File: config.mk
export PLATFORM = sky130hd
export DESIGN_NAME = lsu_agu_seq_flat
export DESIGN_NICKNAME = d
export VERILOG_FILES = /design/src/rtl/lsu_agu_seq_pkg.sv /design/src/rtl/lsu_agu_seq_if.sv /design/src/rtl/lsu_agu_seq_adder.sv /design/src/rtl/lsu_agu_seq.sv /design/src/flat_wrapper.sv
export SDC_FILE = /design/constraint.sdc
export NUM_CORES = 1
export LEC_CHECK = 0
export BUFFER_PORTS_ARGS = -buffer_cell sky130_fd_sc_hd__buf_4
export CAP_MARGIN = 10
export CORE_ASPECT_RATIO = 1.1
export CORE_MARGIN = 2
export CORE_UTILIZATION = 46
export DETAILED_ROUTE_END_ITERATION = 8
export PLACE_DENSITY = 0.76
export SETUP_SLACK_MARGIN = 0.15
export SLEW_MARGIN = 20
export SYNTH_ARGS = -nofsm -noshare
export SYNTH_HDL_FRONTEND = slang
export SYNTH_SLANG_ARGS = --single-unit
File: constraint.sdc
create_clock -name clk -period 3.15 [get_ports clk]
set_clock_uncertainty 0.15 [all_clocks]
set_input_delay 0.315 -clock clk [delete_from_list [all_inputs] [get_ports clk]]
set_output_delay 0.315 -clock clk [all_outputs]
set_load 0.01 [all_outputs]
File: src/rtl/lsu_agu_seq_pkg.sv
// Shared types for the LSU address-generation / operand-sequencing stage.
// Misalignment trapping is selected by the LSU_AGU_MISALIGN_TRAP_EN macro (see lsu_agu_seq.sv).
package lsu_agu_seq_pkg;

    typedef enum logic [1:0] {
        SIZE_B = 2'd0,
        SIZE_H = 2'd1,
        SIZE_W = 2'd2
    } cs_size;

    typedef enum logic {
        EXT_ZERO = 1'b0,
        EXT_SIGN = 1'b1
    } cs_ext;

    typedef enum logic [2:0] {
        AGU_IDLE  = 3'd0,
        AGU_HIGH  = 3'd1,
        AGU_CHECK = 3'd2,
        AGU_ISSUE = 3'd3,
        AGU_WAIT  = 3'd4
    } agu_state_e;

    function automatic logic is_misaligned(cs_size size, logic [1:0] addr_lo);
        case (size)
            SIZE_H:  return addr_lo[0];
            SIZE_W:  return addr_lo != 2'b00;
            default: return 1'b0;
        endcase
    endfunction

    // Clears the low address bits that a naturally aligned access of this size cannot use.
    function automatic logic [1:0] align_lo(cs_size size, logic [1:0] addr_lo);
        case (size)
            SIZE_H:  return {addr_lo[1], 1'b0};
            SIZE_W:  return 2'b00;
            default: return addr_lo;
        endcase
    endfunction

endpackage

File: src/rtl/lsu_agu_seq_if.sv
// Request bus from the AGU sequencer to load_store_unit.
// Handshake: lsu_start_o is held with stable dir/size/addr/wdata until lsu_ready_i is seen in the
// same cycle; that cycle is the single transfer. Completion is the first cycle lsu_valid_i or lsu_err_i is high.
interface lsu_agu_seq_if;
    import lsu_agu_seq_pkg::*;

    logic        lsu_start_o;
    logic        lsu_dir_o;
    cs_size      lsu_size_o;
    logic [31:0] lsu_addr_o;
    logic [31:0] lsu_wdata_o;
    logic        lsu_ready_i;
    logic        lsu_valid_i;
    logic        lsu_err_i;

    modport master (
        output lsu_start_o, lsu_dir_o, lsu_size_o, lsu_addr_o, lsu_wdata_o,
        input  lsu_ready_i, lsu_valid_i, lsu_err_i
    );

    modport slave (
        input  lsu_start_o, lsu_dir_o, lsu_size_o, lsu_addr_o, lsu_wdata_o,
        output lsu_ready_i, lsu_valid_i, lsu_err_i
    );

endinterface

File: src/rtl/lsu_agu_seq_adder.sv
// 16-bit adder with carry in/out; the sequencer reuses one instance for both address halves.
module agu_half_adder16 (
    input  logic [15:0] a,
    input  logic [15:0] b,
    input  logic        cin,
    output logic [15:0] sum,
    output logic        cout
);

    assign {cout, sum} = {1'b0, a} + {1'b0, b} + {16'b0, cin};

endmodule

File: src/rtl/lsu_agu_seq.sv
// Effective-address / store-data sequencer feeding load_store_unit over a 16-bit regfile port.
// Define LSU_AGU_MISALIGN_TRAP_EN to trap misaligned accesses; otherwise low address bits are forced aligned.
module lsu_agu_seq
    import lsu_agu_seq_pkg::*;
#(
    parameter int IMM_W       = 12,
    parameter int TIMEOUT_CYC = 255
) (
    input  logic             clk,
    input  logic             rst,
    input  logic             start_i,
    input  logic             dir_i,
    input  cs_size           size_i,
    input  logic [IMM_W-1:0] imm_i,
    input  logic [15:0]      rs1_half_i,
    input  logic [15:0]      rs2_half_i,
    output logic             rf_hsel_o,
    output logic             ready_o,
    output logic             done_o,
    output logic             err_o,
    output logic             misalign_o,
    lsu_agu_seq_if.master    lsu,
    output agu_state_e       dbg_state_o
);

    localparam int TW = (TIMEOUT_CYC < 2) ? 1 : $clog2(TIMEOUT_CYC + 1);

    agu_state_e      state_q, state_d;
    logic            dir_q;
    cs_size          size_q;
    logic [15:0]     sext_hi_q;
    logic [31:0]     addr_q;
    logic [31:0]     wdata_q;
    logic            carry_q;
    logic [TW-1:0]   tmo_q;

    logic [31:0]     imm_sext;
    logic [15:0]     add_b;
    logic            add_cin;
    logic [15:0]     add_sum;
    logic            add_cout;
    logic            accept;
    logic            tmo_hit;

    assign imm_sext = {{(32 - IMM_W){imm_i[IMM_W-1]}}, imm_i};
    assign accept   = start_i && (state_q == AGU_IDLE);
    assign tmo_hit  = (TIMEOUT_CYC != 0) && (tmo_q == TW'(TIMEOUT_CYC));

    // Low half is added at accept straight from imm_i; high half uses the latched extension and carry.
    assign add_b   = (state_q == AGU_IDLE) ? imm_sext[15:0] : sext_hi_q;
    assign add_cin = (state_q == AGU_HIGH) && carry_q;

    agu_half_adder16 u_adder (
        .a    (rs1_half_i),
        .b    (add_b),
        .cin  (add_cin),
        .sum  (add_sum),
        .cout (add_cout)
    );

    always_ff @(posedge clk) begin
        if (rst) begin
            state_q   <= AGU_IDLE;
            dir_q     <= 1'b0;
            size_q    <= SIZE_B;
            sext_hi_q <= 16'h0;
            addr_q    <= 32'h0;
            wdata_q   <= 32'h0;
            carry_q   <= 1'b0;
            tmo_q     <= '0;
        end else begin
            state_q <= state_d;
            if (accept) begin
                dir_q          <= dir_i;
                size_q         <= size_i;
                sext_hi_q      <= imm_sext[31:16];
                addr_q[15:0]   <= add_sum;
                carry_q        <= add_cout;
                wdata_q[15:0]  <= rs2_half_i;
            end
            if (state_q == AGU_HIGH) begin
                addr_q[31:16]  <= add_sum;
                wdata_q[31:16] <= rs2_half_i;
            end
            // Zero on WAIT entry, so the count equals the number of WAIT cycles already spent.
            if (state_q == AGU_WAIT) begin
                tmo_q <= tmo_q + TW'(1);
            end else begin
                tmo_q <= '0;
            end
        end
    end

    always_comb begin
        state_d         = state_q;
        rf_hsel_o       = 1'b0;
        ready_o         = 1'b0;
        done_o          = 1'b0;
        err_o           = 1'b0;
        misalign_o      = 1'b0;
        lsu.lsu_start_o = 1'b0;
        case (state_q)
            AGU_IDLE: begin
                ready_o = 1'b1;
                if (start_i) state_d = AGU_HIGH;
            end
            AGU_HIGH: begin
                rf_hsel_o = 1'b1;
                state_d   = AGU_CHECK;
            end
            AGU_CHECK: begin
                state_d = AGU_ISSUE;
`ifdef LSU_AGU_MISALIGN_TRAP_EN
                if (is_misaligned(size_q, addr_q[1:0])) begin
                    err_o      = 1'b1;
                    misalign_o = 1'b1;
                    state_d    = AGU_IDLE;
                end
`endif
            end
            AGU_ISSUE: begin
                lsu.lsu_start_o = 1'b1;
                if (lsu.lsu_ready_i) state_d = AGU_WAIT;
            end
            AGU_WAIT: begin
                if (lsu.lsu_err_i) begin
                    err_o   = 1'b1;
                    state_d = AGU_IDLE;
                end else if (lsu.lsu_valid_i) begin
                    done_o  = 1'b1;
                    state_d = AGU_IDLE;
                end else if (tmo_hit) begin
                    err_o   = 1'b1;
                    state_d = AGU_IDLE;
                end
            end
            default: state_d = AGU_IDLE;
        endcase
    end

    assign lsu.lsu_dir_o   = dir_q;
    assign lsu.lsu_size_o  = size_q;
    assign lsu.lsu_wdata_o = wdata_q;
`ifdef LSU_AGU_MISALIGN_TRAP_EN
    assign lsu.lsu_addr_o  = addr_q;
`else
    assign lsu.lsu_addr_o  = {addr_q[31:2], align_lo(size_q, addr_q[1:0])};
`endif
    assign dbg_state_o = state_q;

endmodule
File: src/flat_wrapper.sv
// flat-port wrapper written by rule: the top's interface ports become plain ports
module lsu_agu_seq_flat import lsu_agu_seq_pkg::*;
#(
    parameter int IMM_W       = 12,
    parameter int TIMEOUT_CYC = 255
)
  (clk, rst, start_i, dir_i, size_i, imm_i, rs1_half_i, rs2_half_i, rf_hsel_o, ready_o, done_o, err_o, misalign_o, dbg_state_o, lsu_lsu_start_o, lsu_lsu_dir_o, lsu_lsu_size_o, lsu_lsu_addr_o, lsu_lsu_wdata_o, lsu_lsu_ready_i, lsu_lsu_valid_i, lsu_lsu_err_i);
  lsu_agu_seq_if lsu_i ();
  input  logic clk;
  input  logic rst;
  input  logic start_i;
  input  logic dir_i;
  input  cs_size size_i;
  input  logic [IMM_W-1:0] imm_i;
  input  logic [15:0] rs1_half_i;
  input  logic [15:0] rs2_half_i;
  output logic rf_hsel_o;
  output logic ready_o;
  output logic done_o;
  output logic err_o;
  output logic misalign_o;
  output agu_state_e dbg_state_o;
  output wire logic [$bits(lsu_i.lsu_start_o)-1:0] lsu_lsu_start_o;
  output wire logic [$bits(lsu_i.lsu_dir_o)-1:0] lsu_lsu_dir_o;
  output wire logic [$bits(lsu_i.lsu_size_o)-1:0] lsu_lsu_size_o;
  output wire logic [$bits(lsu_i.lsu_addr_o)-1:0] lsu_lsu_addr_o;
  output wire logic [$bits(lsu_i.lsu_wdata_o)-1:0] lsu_lsu_wdata_o;
  input wire logic [$bits(lsu_i.lsu_ready_i)-1:0] lsu_lsu_ready_i;
  input wire logic [$bits(lsu_i.lsu_valid_i)-1:0] lsu_lsu_valid_i;
  input wire logic [$bits(lsu_i.lsu_err_i)-1:0] lsu_lsu_err_i;
  assign lsu_lsu_start_o = lsu_i.lsu_start_o;
  assign lsu_lsu_dir_o = lsu_i.lsu_dir_o;
  assign lsu_lsu_size_o = lsu_i.lsu_size_o;
  assign lsu_lsu_addr_o = lsu_i.lsu_addr_o;
  assign lsu_lsu_wdata_o = lsu_i.lsu_wdata_o;
  assign lsu_i.lsu_ready_i = lsu_lsu_ready_i;
  assign lsu_i.lsu_valid_i = lsu_lsu_valid_i;
  assign lsu_i.lsu_err_i = lsu_lsu_err_i;
  lsu_agu_seq #(.IMM_W(IMM_W), .TIMEOUT_CYC(TIMEOUT_CYC)) u_core (.clk(clk), .rst(rst), .start_i(start_i), .dir_i(dir_i), .size_i(size_i), .imm_i(imm_i), .rs1_half_i(rs1_half_i), .rs2_half_i(rs2_half_i), .rf_hsel_o(rf_hsel_o), .ready_o(ready_o), .done_o(done_o), .err_o(err_o), .misalign_o(misalign_o), .lsu(lsu_i), .dbg_state_o(dbg_state_o));
endmodule
==> metrics.txt <==
share of cells above drive strength 1 0.271; via-per-instance ratio 5.22; Hold Crit Class input port to register; Critical Path End Type register; CP cell instances nor3_4 > nor2b_2 > buf_4 > a21o_1 > ha_1 > and4_2 > a21oi_1 > a21oi_1 > or4_1 > nand3_1 > a21oi_1; CTS HTree Levels 3; Final min period 2820 ps; Initial Utilization 0.467; chip height 103 um; top layer reached by signal wires met4; post-synthesis mux area share 0.00244; status completed; Clk pin slew, worst setup/hold paths about 80 ps; DRT antenna net count 0; Final Slew Violations 0; Critical Path Start Type register; CTS tree done; Clock Tree Root clkbuf_8; row count 36; Placer Congestion 0.911; area leader, netlist dfxtp_1; Pwr per Cell Area 991 nW/um2; RSZ-0062 raised after global routing false; P&R area growth vs syn 26.0%; vias in the first global route 3491; initial antenna violation count 0; wire per inst 14.2 um; Synthesized Nets just under 600; M1 WL 4.60 mm; Worst-Skew Late Latency 340 ps; simple-gate portion of the synthesized area 0.216; Max Clk Rate roughly 350 MHz; Unique masters post-synth 50; Design Power a little over 5 mW; met3 WL 669 um; Post-route DRC 0; #FFs+latches synth 80; Setup Total Neg Slack 0 ps; Multi-input gate area roughly 2100 um2; largest net degree at the start of global routing between 60 and 70; GRT Util Overall 0.209; Post-Synth XOR/XNOR Area 0.0363; top fanout value on the critical path 9; Post-Place Setup Slack approximately 240 ps; DR vias 3813; Routed Wire Length about 10 mm; crit-path max cell delay 490 ps; maximum VDD drop ~0.48 mV; routed wl met2 4.92 mm; Setup CP Type register to register; combinational family with the most area after synthesis simple AND/OR/NAND/NOR gates; total congestion overflow 0; largest cells by area after synthesis dfxtp_1, nand2_1, a21oi_1; Synth top area share 0.390; YS warnings 0; DP HPWL 7.54 mm; syn avg cell area 7.89 um2; max-capacitance violation count 0; post-synthesis sequential area ratio 0.390; CTS sink cnt 80; period utilisation layout 0.895; IO Port Bufs 127; # fillers 816; slew of the pin with the lowest slew margin 775 ps; Final Setup Violations 0; Num CTS Buffers 9; Die X roughly 94 um; first-pass GRT wire length ~16 mm; n_diodes 0; # IOs 129; Iter 0 DRT Violations 199; Final WS setup 330 ps; synthesized instance count 520; Leak roughly 2.4 nW; nets@finish 683; adder-cell share of the synthesized area 0.0616; register area 1600 um2; WP data arrival 2870 ps; slowest cell on the critical path or4_1; Core ar. 8780 um2; drt pass-1 iters 5; final hold vios 0; die footprint 9690 um2; Max Root-Sink Buffers 2; Synth Area in Compound Gates 0.190; mapped cell area 4100 um2; Worst path most repeated cell a21oi_1; slew margin rel. 0.484; Critical Path RT 3200 ps
-- cells in the mapped netlist, drive strengths merged --
library cell  count
nand4             2
o31ai             1
nor3b             2
and4              1
o21a              2
nand3            18
nand2           120
a21oi            71
nor2             28
and3              7
or2               1
a2111oi           1
o41ai             1
o21ai            11
nand3b            3
nor4              2
mux2i             1
o211ai            4
xnor2            10
nor3              6
a211o             2
dfxtp            80
fa                2
nand2b            3
o22ai             4
or3               1
or4               1
buf              39
o2111ai           1
a211oi            4
inv              10
o311ai            2
a311oi            2
nor2b             3
conb              1
clkbuf           20
xor2              7
a31oi             4
ha               17
a21o             20
and2              4
clkinv            1
-- area by class of cell --
| class | instances | share of cell area |
|---|---|---|
| clock inverters | 6 | 0.0177 |
| inverters | 11 | 0.00799 |
| flip-flops and latches | 80 | 0.310 |
| well taps | 114 | 0.0276 |
| repair buffers | 139 | 0.203 |
| multi-input cells | 370 | 0.409 |
| clock buffers | 10 | 0.0247 |
-- metrics by stage --
| step | cell area (um2) | cells | hold slack (ps) | util |
|---|---|---|---|---|
| finish | 5170 | 730 | 59.9 | 0.588 |
| global route | 5170 | 730 | 55.9 | 0.588 |
| CTS | 5120 | 728 | 47.2 | 0.583 |
| detailed placement | 4910 | 712 | 284 | 0.559 |
| global placement | 4910 | 712 | 274 | 0.559 |
| floorplan | 4120 | 520 | 263 | - |
-- layout by cell type (no fill, tap or decap), types with 3 or more instances in the layout --
cell type / n
nand3b_1: 3
a21o_1: 20
o21ai_0: 9
inv_1: 10
xor2_1: 7
ha_1: 15
clkbuf_8: 9
a31oi_1: 4
nand3_1: 18
a211oi_1: 4
dfxtp_1: 79
o22ai_1: 4
xnor2_1: 10
nor3_1: 5
o211ai_1: 3
and2_1: 3
nor2_1: 28
buf_4: 138
a21oi_1: 70
nand2_1: 120
and3_1: 7
-- flip-flops by register name, summed over array words and instances, names as in the netlist --
signal                  count
u_core.addr_q              32
u_core.carry_q              1
u_core.dbg_state_o          3
u_core.lsu.lsu_dir_o        1
u_core.lsu.lsu_size_o       2
u_core.lsu.lsu_wdata_o     32
u_core.sext_hi_q            1
u_core.tmo_q                8
-- repair_timing --
item,in CTS,in global routing
hold buffers,0,0
resized for setup,0,8
setup buffers,0,2
endpoints found under the setup margin,0,11
-- power breakdown --
part,leakage (nW),switching (mW),internal [mW]
clock network,0.111,0.382,0.451
logic,1.59,1.57,1.23
registers,0.654,0.174,1.32
-- layer usage --
layer  vias to the layer above  global-route usage
met3                        14              0.0307
met2                       125               0.346
met1                      1753               0.277
met4                         0              0.0803
li1                       1921                   -
met5                         -                   0
-- critical path: cells and delay by family, from the launching register on --
| family | cells | cell delay, ps |
|---|---|---|
| AND/OR/NAND/NOR | 5 | 1120 |
| AO/OA/AOI/OAI | 4 | 520 |
| adder cells (fa/ha/maj) | 1 | 370 |
| flip-flops | 1 | 340 |
| buffers and inverters | 1 | 170 |
-- kinds of logic (layout without fill, tap and decap cells) --
| family | count (synthesis) | after routing |
|---|---|---|
| buffers and inverters | 70 | 166 |
| XOR/XNOR | 17 | 17 |
| flip-flops | 80 | 80 |
| AO/OA/AOI/OAI | 130 | 130 |
| multiplexers | 1 | 1 |
| AND/OR/NAND/NOR | 202 | 202 |
| other | 1 | 1 |
| adder cells (fa/ha/maj) | 19 | 19 |
-- worst paths after layout --
kind                                            start                       end  slack [ps]  depth (start not counted)
worst min register to register        u_core.tmo_q[0]           u_core.tmo_q[0]         300                          1
worst max-delay path            u_core.dbg_state_o[0]          u_core.addr_q[9]         330                         11
worst min-delay path                        size_i[1]  u_core.lsu.lsu_size_o[1]          60                          3
worst max register to register  u_core.dbg_state_o[0]          u_core.addr_q[9]         330                         11
(Power assumes the default switching activity.)
